### config.mk
export PLATFORM = sky130hd
export DESIGN_NAME = ternary_dot_engine
export DESIGN_NICKNAME = d
export VERILOG_FILES = /design/src/rtl/ternary_dot_engine.sv
export SDC_FILE = /design/constraint.sdc
export NUM_CORES = 1
export LEC_CHECK = 0
export CORE_MARGIN = 4
export CORE_UTILIZATION = 40
export DETAILED_ROUTE_END_ITERATION = 16
export PLACE_DENSITY_LB_ADDON = 0.05
export SLEW_MARGIN = 30
export SYNTH_ARGS = -nofsm -noshare
export SYNTH_HDL_FRONTEND = slang
export SYNTH_SLANG_ARGS = --single-unit
### constraint.sdc
create_clock -name clk -period 3.8 [get_ports clk]
set_input_delay 0.76 -clock clk [delete_from_list [all_inputs] [get_ports clk]]
set_output_delay 0.76 -clock clk [all_outputs]
set_load 0.01 [all_outputs]
### src/rtl/ternary_dot_engine.sv
// ternary_dot_engine: streaming dot product of unsigned activations with ternary weights.
// Define TERNARY_DOT_SAT_EN for saturating accumulation with a sticky overflow flag.
module ternary_dot_engine #(
  parameter int unsigned IN_W  = 2,
  parameter int unsigned LANES = 4,
  parameter int unsigned ACC_W = 10,
  parameter int unsigned LEN_W = 4
) (
  input  logic                     clk,
  input  logic                     rst_n,
  input  logic                     start,
  input  logic [LEN_W-1:0]         len,
  input  logic                     in_valid,
  output logic                     in_ready,
  input  logic [LANES*IN_W-1:0]    in_data,
  input  logic [LANES*2-1:0]       w_data,
  output logic                     out_valid,
  input  logic                     out_ready,
  output logic signed [ACC_W-1:0]  result,
  output logic                     busy,
  output logic                     overflow
);

`ifdef TERNARY_DOT_SAT_EN
  localparam int unsigned SUM_W = ACC_W + 1;
  localparam int unsigned EXT_W = ACC_W + 2;
  localparam logic signed [EXT_W-1:0] MAX_V = {3'b000, {(ACC_W-1){1'b1}}};
  localparam logic signed [EXT_W-1:0] MIN_V = {3'b111, {(ACC_W-1){1'b0}}};
`else
  // Wrapping only needs the low ACC_W bits of the lane sum.
  localparam int unsigned SUM_W = ACC_W;
`endif

  typedef enum logic [1:0] {IDLE, ACCUM, HOLD} state_t;

  state_t                   state;
  logic [LEN_W-1:0]         cnt;
  logic signed [ACC_W-1:0]  acc;
  logic signed [SUM_W-1:0]  lane_sum;
  logic signed [ACC_W-1:0]  acc_next;

  // Single-cycle adder tree over all lanes; weight 10 decodes as zero.
  always_comb begin
    lane_sum = '0;
    for (int k = 0; k < int'(LANES); k++) begin
      case (w_data[2*k +: 2])
        2'b01:   lane_sum = lane_sum + SUM_W'(in_data[k*IN_W +: IN_W]);
        2'b11:   lane_sum = lane_sum - SUM_W'(in_data[k*IN_W +: IN_W]);
        default: lane_sum = lane_sum;
      endcase
    end
  end

`ifdef TERNARY_DOT_SAT_EN
  logic signed [EXT_W-1:0] acc_sum;
  logic                    sat_hit;
  logic                    ovf_q;

  assign acc_sum = {{2{acc[ACC_W-1]}}, acc} + {lane_sum[SUM_W-1], lane_sum};

  always_comb begin
    acc_next = acc_sum[ACC_W-1:0];
    sat_hit  = 1'b0;
    if (acc_sum > MAX_V) begin
      acc_next = MAX_V[ACC_W-1:0];
      sat_hit  = 1'b1;
    end else if (acc_sum < MIN_V) begin
      acc_next = MIN_V[ACC_W-1:0];
      sat_hit  = 1'b1;
    end
  end

  // Sticky for the whole operation; cleared only by an accepted start.
  always_ff @(posedge clk or negedge rst_n) begin
    if (!rst_n) begin
      ovf_q <= 1'b0;
    end else if (state == IDLE && start) begin
      ovf_q <= 1'b0;
    end else if (state == ACCUM && in_valid && sat_hit) begin
      ovf_q <= 1'b1;
    end
  end

  assign overflow = ovf_q;
`else
  assign acc_next = acc + lane_sum;
  assign overflow = 1'b0;
`endif

  assign result = acc;

  always_ff @(posedge clk or negedge rst_n) begin
    if (!rst_n) begin
      state     <= IDLE;
      cnt       <= '0;
      acc       <= '0;
      in_ready  <= 1'b0;
      out_valid <= 1'b0;
      busy      <= 1'b0;
    end else begin
      case (state)
        IDLE: begin
          if (start) begin
            acc  <= '0;
            busy <= 1'b1;
            if (len != '0) begin
              cnt      <= len;
              in_ready <= 1'b1;
              state    <= ACCUM;
            end else begin
              out_valid <= 1'b1;
              state     <= HOLD;
            end
          end
        end
        ACCUM: begin
          if (in_valid) begin
            acc <= acc_next;
            cnt <= cnt - LEN_W'(1);
            if (cnt == LEN_W'(1)) begin
              in_ready  <= 1'b0;
              out_valid <= 1'b1;
              state     <= HOLD;
            end
          end
        end
        HOLD: begin
          if (out_ready) begin
            out_valid <= 1'b0;
            busy      <= 1'b0;
            state     <= IDLE;
          end
        end
        default: state <= IDLE;
      endcase
    end
  end

endmodule

* Word-level counts from Yosys, hierarchy flattened
Cells that the tools add are included.
Word-level totals: flip-flop bits (word level) 19, latch bits 0, bits in writable memories 0, ROM bits 0, input port bits 25, memories kept 0
Operators by class: $add $sub $neg 9, $mul 0, div/mod/pow operators 0, order comparisons 0, equal/unequal tests 17, shifts and indexed selects 0, mux-type cells 30, bitwise logic cells 0, reduce and logical (&&, ||, !) cells 11
Operators with widths (number):
- 10-bit case mux with 2 select lines | 5
- 10-bit by 2-bit adder with 10-bit output | 3
- 10-bit by 2-bit subtractor with 10-bit output | 3
- 10-bit 2-to-1 mux | 2
- 4-bit 2-to-1 mux | 3
- 2-bit inequality test (second input constant) | 6
- 10-bit adder | 1
- 2-bit by 1-bit == test with 1-bit output (second input constant) | 5
- 2-bit == test (second input constant) | 5
- 1-bit 2-to-1 mux | 10
- 2-bit 2-to-1 mux | 5
- 4-bit case mux with 2 select lines | 1
- 4-bit AND reduction | 2
- 2-bit case mux with 3 select lines | 1
- 3-bit AND reduction | 2
- 6-bit AND reduction | 1
- 5-bit AND reduction | 1
- 4-bit by 1-bit == test with 1-bit output (second input constant) | 1
- 1-bit case mux with 2 select lines | 2
- 2-bit nonzero test | 2
- 4-bit nonzero test | 1
- 4-bit by 1-bit subtractor with 4-bit output (second input constant) | 1
- 1-bit case mux with 3 select lines | 1
- 3-bit nonzero test | 1
- other kinds (2) | 2

* Logic depth before layout (Yosys ltp)
Gate-level depths: netlist of the first run.
depth after elaboration 11, gate-level depth with buffers 31

* Least setup slack after synthesis of the first run
OpenSTA, ideal clock, no wires.
path type input to register, start input in_data[0], end register acc[9] (netlist: result[9]), setup time 0.136 ns, data arrival time 6.314 ns, path slack -2.650 ns, cell stages on the path 31, buffers on the path 0, cells stage by stage inv_1 ha_1 mux2i_1 nor2b_1 ha_1 a21o_1 a21o_1 fa_1 a21oi_1 inv_1 ha_1 o21ai_0 a21oi_1 or2_2 a21o_1 a21oi_1 xor2_1 mux2i_1 ha_1 a21oi_1 o21ai_0 xor2_1 mux2_2 ha_1 o21ai_0 or2b_2 o41ai_2 xor2_1 xnor3_1 nand3_1 o311ai_2
On the way: longest elaborated chain between the ends 11
Ends and longest elaborated chain:
- start: declaration | RTL line 15 | input logic [LANES*IN_W-1:0] in_data,
- 1-bit by 2-bit subtractor with 3-bit output | RTL line 48 | 2'b11: lane_sum = lane_sum - SUM_W'(in_data[k*IN_W +: IN_W]);
- 10-bit case mux with 2 select lines * | RTL line 46 | case (w_data[2*k +: 2])
- 10-bit by 2-bit subtractor with 10-bit output or 10-bit by 2-bit adder with 10-bit output (tied branches) | RTL line 48, 47
- 10-bit case mux with 2 select lines * | RTL line 46
- 10-bit by 2-bit subtractor with 10-bit output or 10-bit by 2-bit adder with 10-bit output (tied branches) | RTL line 48, 47
- 10-bit case mux with 2 select lines * | RTL line 46
- 10-bit by 2-bit subtractor with 10-bit output or 10-bit by 2-bit adder with 10-bit output (tied branches) | RTL line 48, 47
- 10-bit case mux with 2 select lines * | RTL line 46
- 10-bit adder * | RTL line 86 | assign acc_next = acc + lane_sum;
- 10-bit 2-to-1 mux * | RTL line 117 | if (in_valid) begin
- 10-bit case mux with 2 select lines * | RTL line 101 | case (state)
- end signal: assignment | RTL line 118 | acc <= acc_next;
- end: declaration | RTL line 38 | logic signed [ACC_W-1:0] acc;
Every way passes the cells marked *; elsewhere a longest branch is shown, timed or not. The select of a mux whose other input is x is not followed. A chain may end at the register's enable or synchronous reset.

* Final worst setup path of the first run
start input in_data[1], end register acc[9] (netlist: result[9])
The elaborated chain is that of the path after synthesis.

==> results of run 1 <==
[power groups by stage]
| stage | clock network (uW) | logic [uW] | registers [uW] |
|---|---|---|---|
| final | 149 | 1980 | 374 |
| after global routing | 159 | 2190 | 389 |
| after global placement | 0 | 1600 | 375 |
| after detailed placement | 0 | 1620 | 374 |
| after CTS | 152 | 1870 | 373 |
| after floorplan | 0 | 1060 | 386 |
[worst register-to-register path: cells and delay by family, from the launching register on]
family	cells	cell delay, ns
AOI/OAI and AO/OA	5	1.10
xor gates and xnor gates	2	0.46
DFF	1	0.43
adders and majority gates	1	0.32
[kinds of logic after synthesis]
family,share of synthesized area [%]
compound gates,22.2
simple gates,15.0
fa+ha+maj,23.3
buf+inv,7.43
mux,8.58
flops,17.4
xor+xnor,5.96
other cells,0.137
[cell usage in the layout, fill, tap and decap left out, types with 4 or more instances in the layout]
master           Yosys  routed
a21o_1              15      15
a21oi_1             24      12
a21oi_2              0      11
buf_4                1      75
buf_6                2       8
clkdlybuf4s50_1      0      28
dfrtp_1             19      19
fa_1                 8       6
ha_1                38      24
ha_4                 0      14
inv_1               38      31
inv_2                0       5
mux2_2              11       6
mux2_4               0       5
mux2i_1             11       7
nand2_1             27      25
nand2b_1             9       9
nand3_1              6       5
nor2_1              12      12
nor2b_1              6       4
o21ai_0             30      16
o21ai_1              0       4
o21ai_2              0       9
xnor2_1              6       5
xor2_1              10      10
[per-stage QoR]
step           hold slack (ns)  util (%)  cell area (sq um)
3_5_place_dp             0.479      58.7               3810
6_report                 0.434      65.5               4260
3_3_place_gp             0.474      58.7               3810
2_1_floorplan            0.464         -               2920
5_1_grt                  0.466      65.5               4260
4_1_cts                  0.502      63.5               4130
[sequential cells by signal, indices dropped and copies added, names as in the netlist]
register and flops:
busy 1, cnt 4, in_ready 1, out_valid 1, result 10, state 2
[layer usage]
| metal | track usage, % | up-vias | part of all wire [%] |
|---|---|---|---|
| li1 | - | 1364 | - |
| met1 | 23.0 | 1213 | 49 |
| met3 | 1.58 | 7 | 2.4 |
| met4 | 3.70 | 0 | 1.1 |
| met2 | 29.8 | 33 | 48 |
| met5 | 0 | - | 0 |
[what timing repair did]
item / 4_1_cts / 5_1_grt
pin swaps: 29 / 29
buffers inserted: 13 / 6
gates resized for setup: 72 / 22
setup endpoints to repair: 9 / 9
[path summary, 6_finish.rpt]
path                            depth (start not counted)                     to  slack, ns                  start
worst max-delay path                                   27  result[9]$_DFFE_PN0P_      -2.26             in_data[1]
worst min-delay path                                    1   in_ready$_DFFE_PN0P_       0.43                  rst_n
worst max register to register                          8  result[9]$_DFFE_PN0P_       1.39  result[1]$_DFFE_PN0P_
worst min register to register                          2  out_valid$_DFFE_PN0P_       0.50  out_valid$_DFFE_PN0P_
max in group asynchronous                               1  result[7]$_DFFE_PN0P_       3.04                  rst_n
min in group clk                                        2  out_valid$_DFFE_PN0P_       0.50  out_valid$_DFFE_PN0P_
[layout make-up]
type                            count  area share (%)
Clock buffer                        3           0.970
Tap cell                           77            2.26
Inverter                           38            3.64
Timing Repair Buffer              120            23.9
Clock inverter                      1           0.118
Sequential cell                    19            11.2
Multi-Input combinational cell    259            57.9
==> results.py, run 1 <==
metrics = {
    "worst_setup_path": {
        "cp_slowest_cell": "fa_1",
        "crit_path_start_kind": "primary input",
        "required_ns": 3.97,
        "cp_slowest_stage_delay_ns": 0.47,
        "cp_common_cell": "a21o_1",
        "path_max_fanout": 4,
        "path_delay_family": "adder cells",
        "endpoint_kind": "register",
        "path_buf_inv": 3,
        "critPathArrivalTime_ns": 6.22,
        "critical_path_class": "primary input to register",
    },
    "logic_synthesis": {
        "synthDistinctLibCells": 53,
        "seq_area_frac_synth_pct": 17.4,
        "synth-seq-cells": 19,
        "synth.avg_cell_area_sq_um": 8.42,
        "synth.cells.most_frequent": "38 x ha_1, 38 x inv_1, 30 x o21ai_0",
        "yosysTopAreaCell": "dfrtp_1",
        "synth_area_sq_um": 2730,
        "synth.area.top_cells": "dfrtp_1 17%, ha_1 17%, fa_1 5.9%",
        "synth_ff_type": "dfrtp_1",
        "yosysWarnings": 0,
        "synth-edff-count": 0,
        "synth_nets": 395,
        "synth_async_sr_flop_share_pct": 100,
        "synth.top_cell.area_share_pct": 17.4,
        "postSynthCellCount": 324,
    },
    "sta": {
        "hold_viol_final": 0,
        "setup_viol": 9,
        "fin_ws_ns": -2.26,
        "fmax_ghz": 0.165,
        "rsz0062_at_grt": "yes",
        "min_period_ns": 6.06,
        "slew_viol_final": 0,
        "tns_ns": -12.39,
        "clock_skew_ns": 0.00381,
        "finalCritPeriodShare_pct": 159,
    },
    "route": {
        "routed_wl_mm": 6.95,
        "via_count": 2617,
        "route.detailed.drc": 0,
        "drt_iter0_markers": 72,
        "dr.pass1.iters": 4,
        "wl_per_cell_um": 13.4,
        "vias_per_cell": 5.06,
        "ant_nets": 0,
    },
    "hold_path": {
        "min_path_type": "primary input to asynchronous set/reset pin",
    },
    "cells_and_area": {
        "fin_cells": 517,
        "antenna_cells": 0,
        "nNetsFinal": 512,
        "syn_to_final_growth_pct": 56.1,
        "seqCellArea_sq_um": 475,
        "fillers": 546,
        "drive_above_1_share_pct": 38.9,
        "multi_input_area_sq_um": 2470,
    },
    "placed_design": {
        "portBuffers": 37,
        "dp_hpwl_mm": 5.27,
        "dp_cells": 495,
        "place_ws_ns": -3.01,
        "gp_congestion": 0.809,
    },
    "global_routing": {
        "grt_pass1_wl_mm": 12.0,
        "grt_max_degree": 20,
        "antenna_found_initial": 0,
        "grt_overflow_total": 0,
        "first_global_vias": 2641,
        "grt_use_total_pct": 17.2,
    },
    "flow_run": {
        "drv_cap": 0,
    },
    "clock_tree": {
        "clock_sinks": 19,
        "cts_buffers": 3,
        "holdBufCountCts": 0,
        "cts_tree": "done",
        "clock_path_buffers": 2,
        "htreeDepth": 1,
        "clk_latency_ns": 0.26,
        "cts-root-buf": "clkbuf_8",
        "clk_pin_slew_ns": 0.08,
    },
    "pwr": {
        "swShare_pct": 41.8,
        "seq_power_share_pct": 15.0,
        "powerDensity_nw_per_um2": 588,
        "p_sw_uw": 1050,
        "irDropWorstVdd_mv": 0.512,
        "clockPowerShare_pct": 5.9,
        "power_uw": 2500,
        "p_leak_uw": 0.00208,
        "p_int_uw": 1460,
        "combPwrFrac_pct": 79.1,
    },
    "die": {
        "fp.dieH_um": 90.6,
        "ioPinCount": 39,
        "die_width_um": 90.6,
        "die_area_sq_um": 8200,
        "initial_utilization_pct": 42.0,
        "core_area_sq_um": 6490,
        "rows": 29,
    },
    "status": {
        "violations": "setup timing",
        "status": "finished, violations left",
    },
}
(Power assumes the default switching activity.)
==> inputs of run 2 (changes only) <==
Settings changed: SETUP_SLACK_MARGIN set to 0.05.
==> results of run 2 <==
Final layout, timing and power as in run 1 (identical DEF).
==> inputs of run 3 (changes only) <==
Settings changed: SETUP_SLACK_MARGIN 0.05 to 0.5, SKIP_CTS_REPAIR_TIMING set to 1.
==> run 3 against run 2 <==
Compared with the run above: the run still ends with setup timing left; sequential share of layout area increased by 0.62 points; sequential power about the same; routed wire length decreased by 4.5%; clock skew decreased by 0.0022 ns; flip-flop and latch count unchanged; clock power about the same; clock-buffer cell count unchanged; power decreased by 9.7%; critical endpoint unchanged.
==> results.py, run 3 (synthesized netlist as in run 1, its figures left out) <==
metrics = {
    "die": {
        "rows": 29,
        "core_area_sq_um": 6490,
        "die_width_um": 90.6,
        "ioPinCount": 39,
        "initial_utilization_pct": 42.0,
        "die_area_sq_um": 8200,
        "fp.dieH_um": 90.6,
    },
    "sta": {
        "fmax_ghz": 0.167,
        "finalCritPeriodShare_pct": 158,
        "rsz0062_at_grt": "yes",
        "slew_viol_final": 0,
        "hold_viol_final": 0,
        "clock_skew_ns": 0.00163,
        "min_period_ns": 5.99,
        "setup_viol": 9,
        "fin_ws_ns": -2.19,
    },
    "clock_tree": {
        "clock_sinks": 19,
        "clk_latency_ns": 0.26,
        "cts_buffers": 3,
        "htreeDepth": 1,
        "clock_path_buffers": 2,
        "cts-root-buf": "clkbuf_8",
        "cts_tree": "done",
        "clk_pin_slew_ns": 0.07,
    },
    "global_routing": {
        "grt.busiest_layer": "met2",
        "grt_util_met3_pct": 1.67,
        "grt_use_total_pct": 16.1,
        "grt_pass1_wl_mm": 11.3,
        "grt_max_degree": 20,
        "grt_overflow_total": 0,
        "first_global_vias": 2527,
        "use_met2_pct": 27.9,
        "use_met1_pct": 21.6,
        "antenna_found_initial": 0,
    },
    "pwr": {
        "power_uw": 2260,
        "p_leak_uw": 0.00203,
        "p_sw_uw": 948,
        "powerDensity_nw_per_um2": 560,
        "irDropWorstVdd_mv": 0.479,
        "p_int_uw": 1310,
        "clockPowerShare_pct": 6.5,
        "combPwrFrac_pct": 77.0,
        "swShare_pct": 42.0,
        "seq_power_share_pct": 16.5,
    },
    "cells_and_area": {
        "drive_above_1_share_pct": 33.8,
        "antenna_cells": 0,
        "fin_area_sq_um": 4030,
        "largest_reg_flops": 10,
        "final_common_cell": "buf_4",
        "fin_cells": 506,
        "nNetsFinal": 501,
        "fillers": 581,
        "layout_common_cells": "71 x buf_4, 32 x inv_1, 28 x clkdlybuf4s50_1, 26 x nand2_1, 26 x ha_1",
        "syn_to_final_growth_pct": 47.9,
    },
    "route": {
        "route.detailed.drc": 0,
        "vias_per_cell": 5.11,
        "via_count": 2586,
        "routed_wl_mm": 6.64,
        "wl_per_cell_um": 13.1,
        "drt_iter0_markers": 51,
        "dr.pass1.iters": 4,
        "ant_nets": 0,
    },
    "worst_setup_path": {
        "required_ns": 3.97,
        "endpoint_kind": "register",
        "cp_slowest_stage_delay_ns": 0.45,
        "path_max_fanout": 3,
        "cp_slowest_cell": "fa_1",
        "critPathArrivalTime_ns": 6.16,
        "critical_path_class": "primary input to register",
        "crit_path_start_kind": "primary input",
    },
    "hold_path": {
        "min_path_type": "primary input to asynchronous set/reset pin",
    },
    "placed_design": {
        "portBuffers": 37,
        "place_ws_ns": -3.01,
        "dp_hpwl_mm": 5.27,
        "dpl_cell_area_sq_um": 3810,
        "gp_congestion": 0.809,
        "dp_cells": 495,
    },
    "status": {
        "status": "finished, violations left",
        "violations": "setup timing",
    },
    "flow_run": {
        "drv_cap": 0,
    },
}
-- run 3: cell types whose count changed in the layout (fill, tap and decap cells not counted), sizes merged --
cell / previous run / this run
clkbuf: 3 / 4
dlymetal6s2s: 0 / 5
clkinv: 2 / 1
dlygate4sd2: 2 / 0
buf: 88 / 75
inv: 37 / 38
clkdlybuf4s15: 2 / 0
-- run 3: path summary, 6_finish.rpt --
path                            cells after the start                     to  slack [ns]                   from
worst max register to register                      8  result[9]$_DFFE_PN0P_        1.41  result[1]$_DFFE_PN0P_
min in group clk                                    2  out_valid$_DFFE_PN0P_        0.50  out_valid$_DFFE_PN0P_
worst max-delay path                               31  result[9]$_DFFE_PN0P_       -2.19             in_data[1]
worst min register to register                      2  out_valid$_DFFE_PN0P_        0.50  out_valid$_DFFE_PN0P_
worst min-delay path                                1   state[1]$_DFFE_PN0P_        0.43                  rst_n
max in group asynchronous                           1  result[7]$_DFFE_PN0P_        3.05                  rst_n
-- run 3: metal layers --
metal  vias up  wire, um  share of wire (%)
met4         0        48               0.72
met2        39      3200                 48
li1       1343         -                  -
met5         -         0                  0
met1      1200      3210                 48
met3         4       186                2.8
-- run 3: power by group through the flow --
stage                     logic (uW)  clock network (uW)  registers [uW]
after detailed placement        1620                   0             374
final                           1740                 146             372
after global placement          1600                   0             375
after global routing            1940                 158             388
after CTS                       1630                 152             372
after floorplan                 1060                   0             386
-- run 3: stage by stage --
stage                     hold WS (ns)  TNS (ns)  utilization (%)
after floorplan                  0.464     -9.46                -
after global placement           0.474    -18.52             58.7
after detailed placement         0.479    -19.23             58.7
after CTS                        0.502    -16.84             59.4
after global routing             0.467    -14.15             62.1
final                            0.435    -12.16             62.1
-- run 3: area by class of cell --
type                       instances  area [sq um]  area share (%)
sequential                        19           475            11.8
clock buffer                       3          41.3            1.02
clock inverter                     1          5.00           0.124
multi-input combinational        259          2340            57.9
inverter                          38           155            3.85
timing repair buffer             109           923            22.9
tap                               77          96.3            2.39
-- run 3: worst max-delay path, delay by kind of cell --
kind	cells	cell delay, ns
xor gates and xnor gates	4	0.77
and+or+nand+nor	3	0.69
buffers and inverters	3	0.18
muxes	3	0.46
AOI/OAI and AO/OA	12	1.63
adders and majority gates	6	1.70
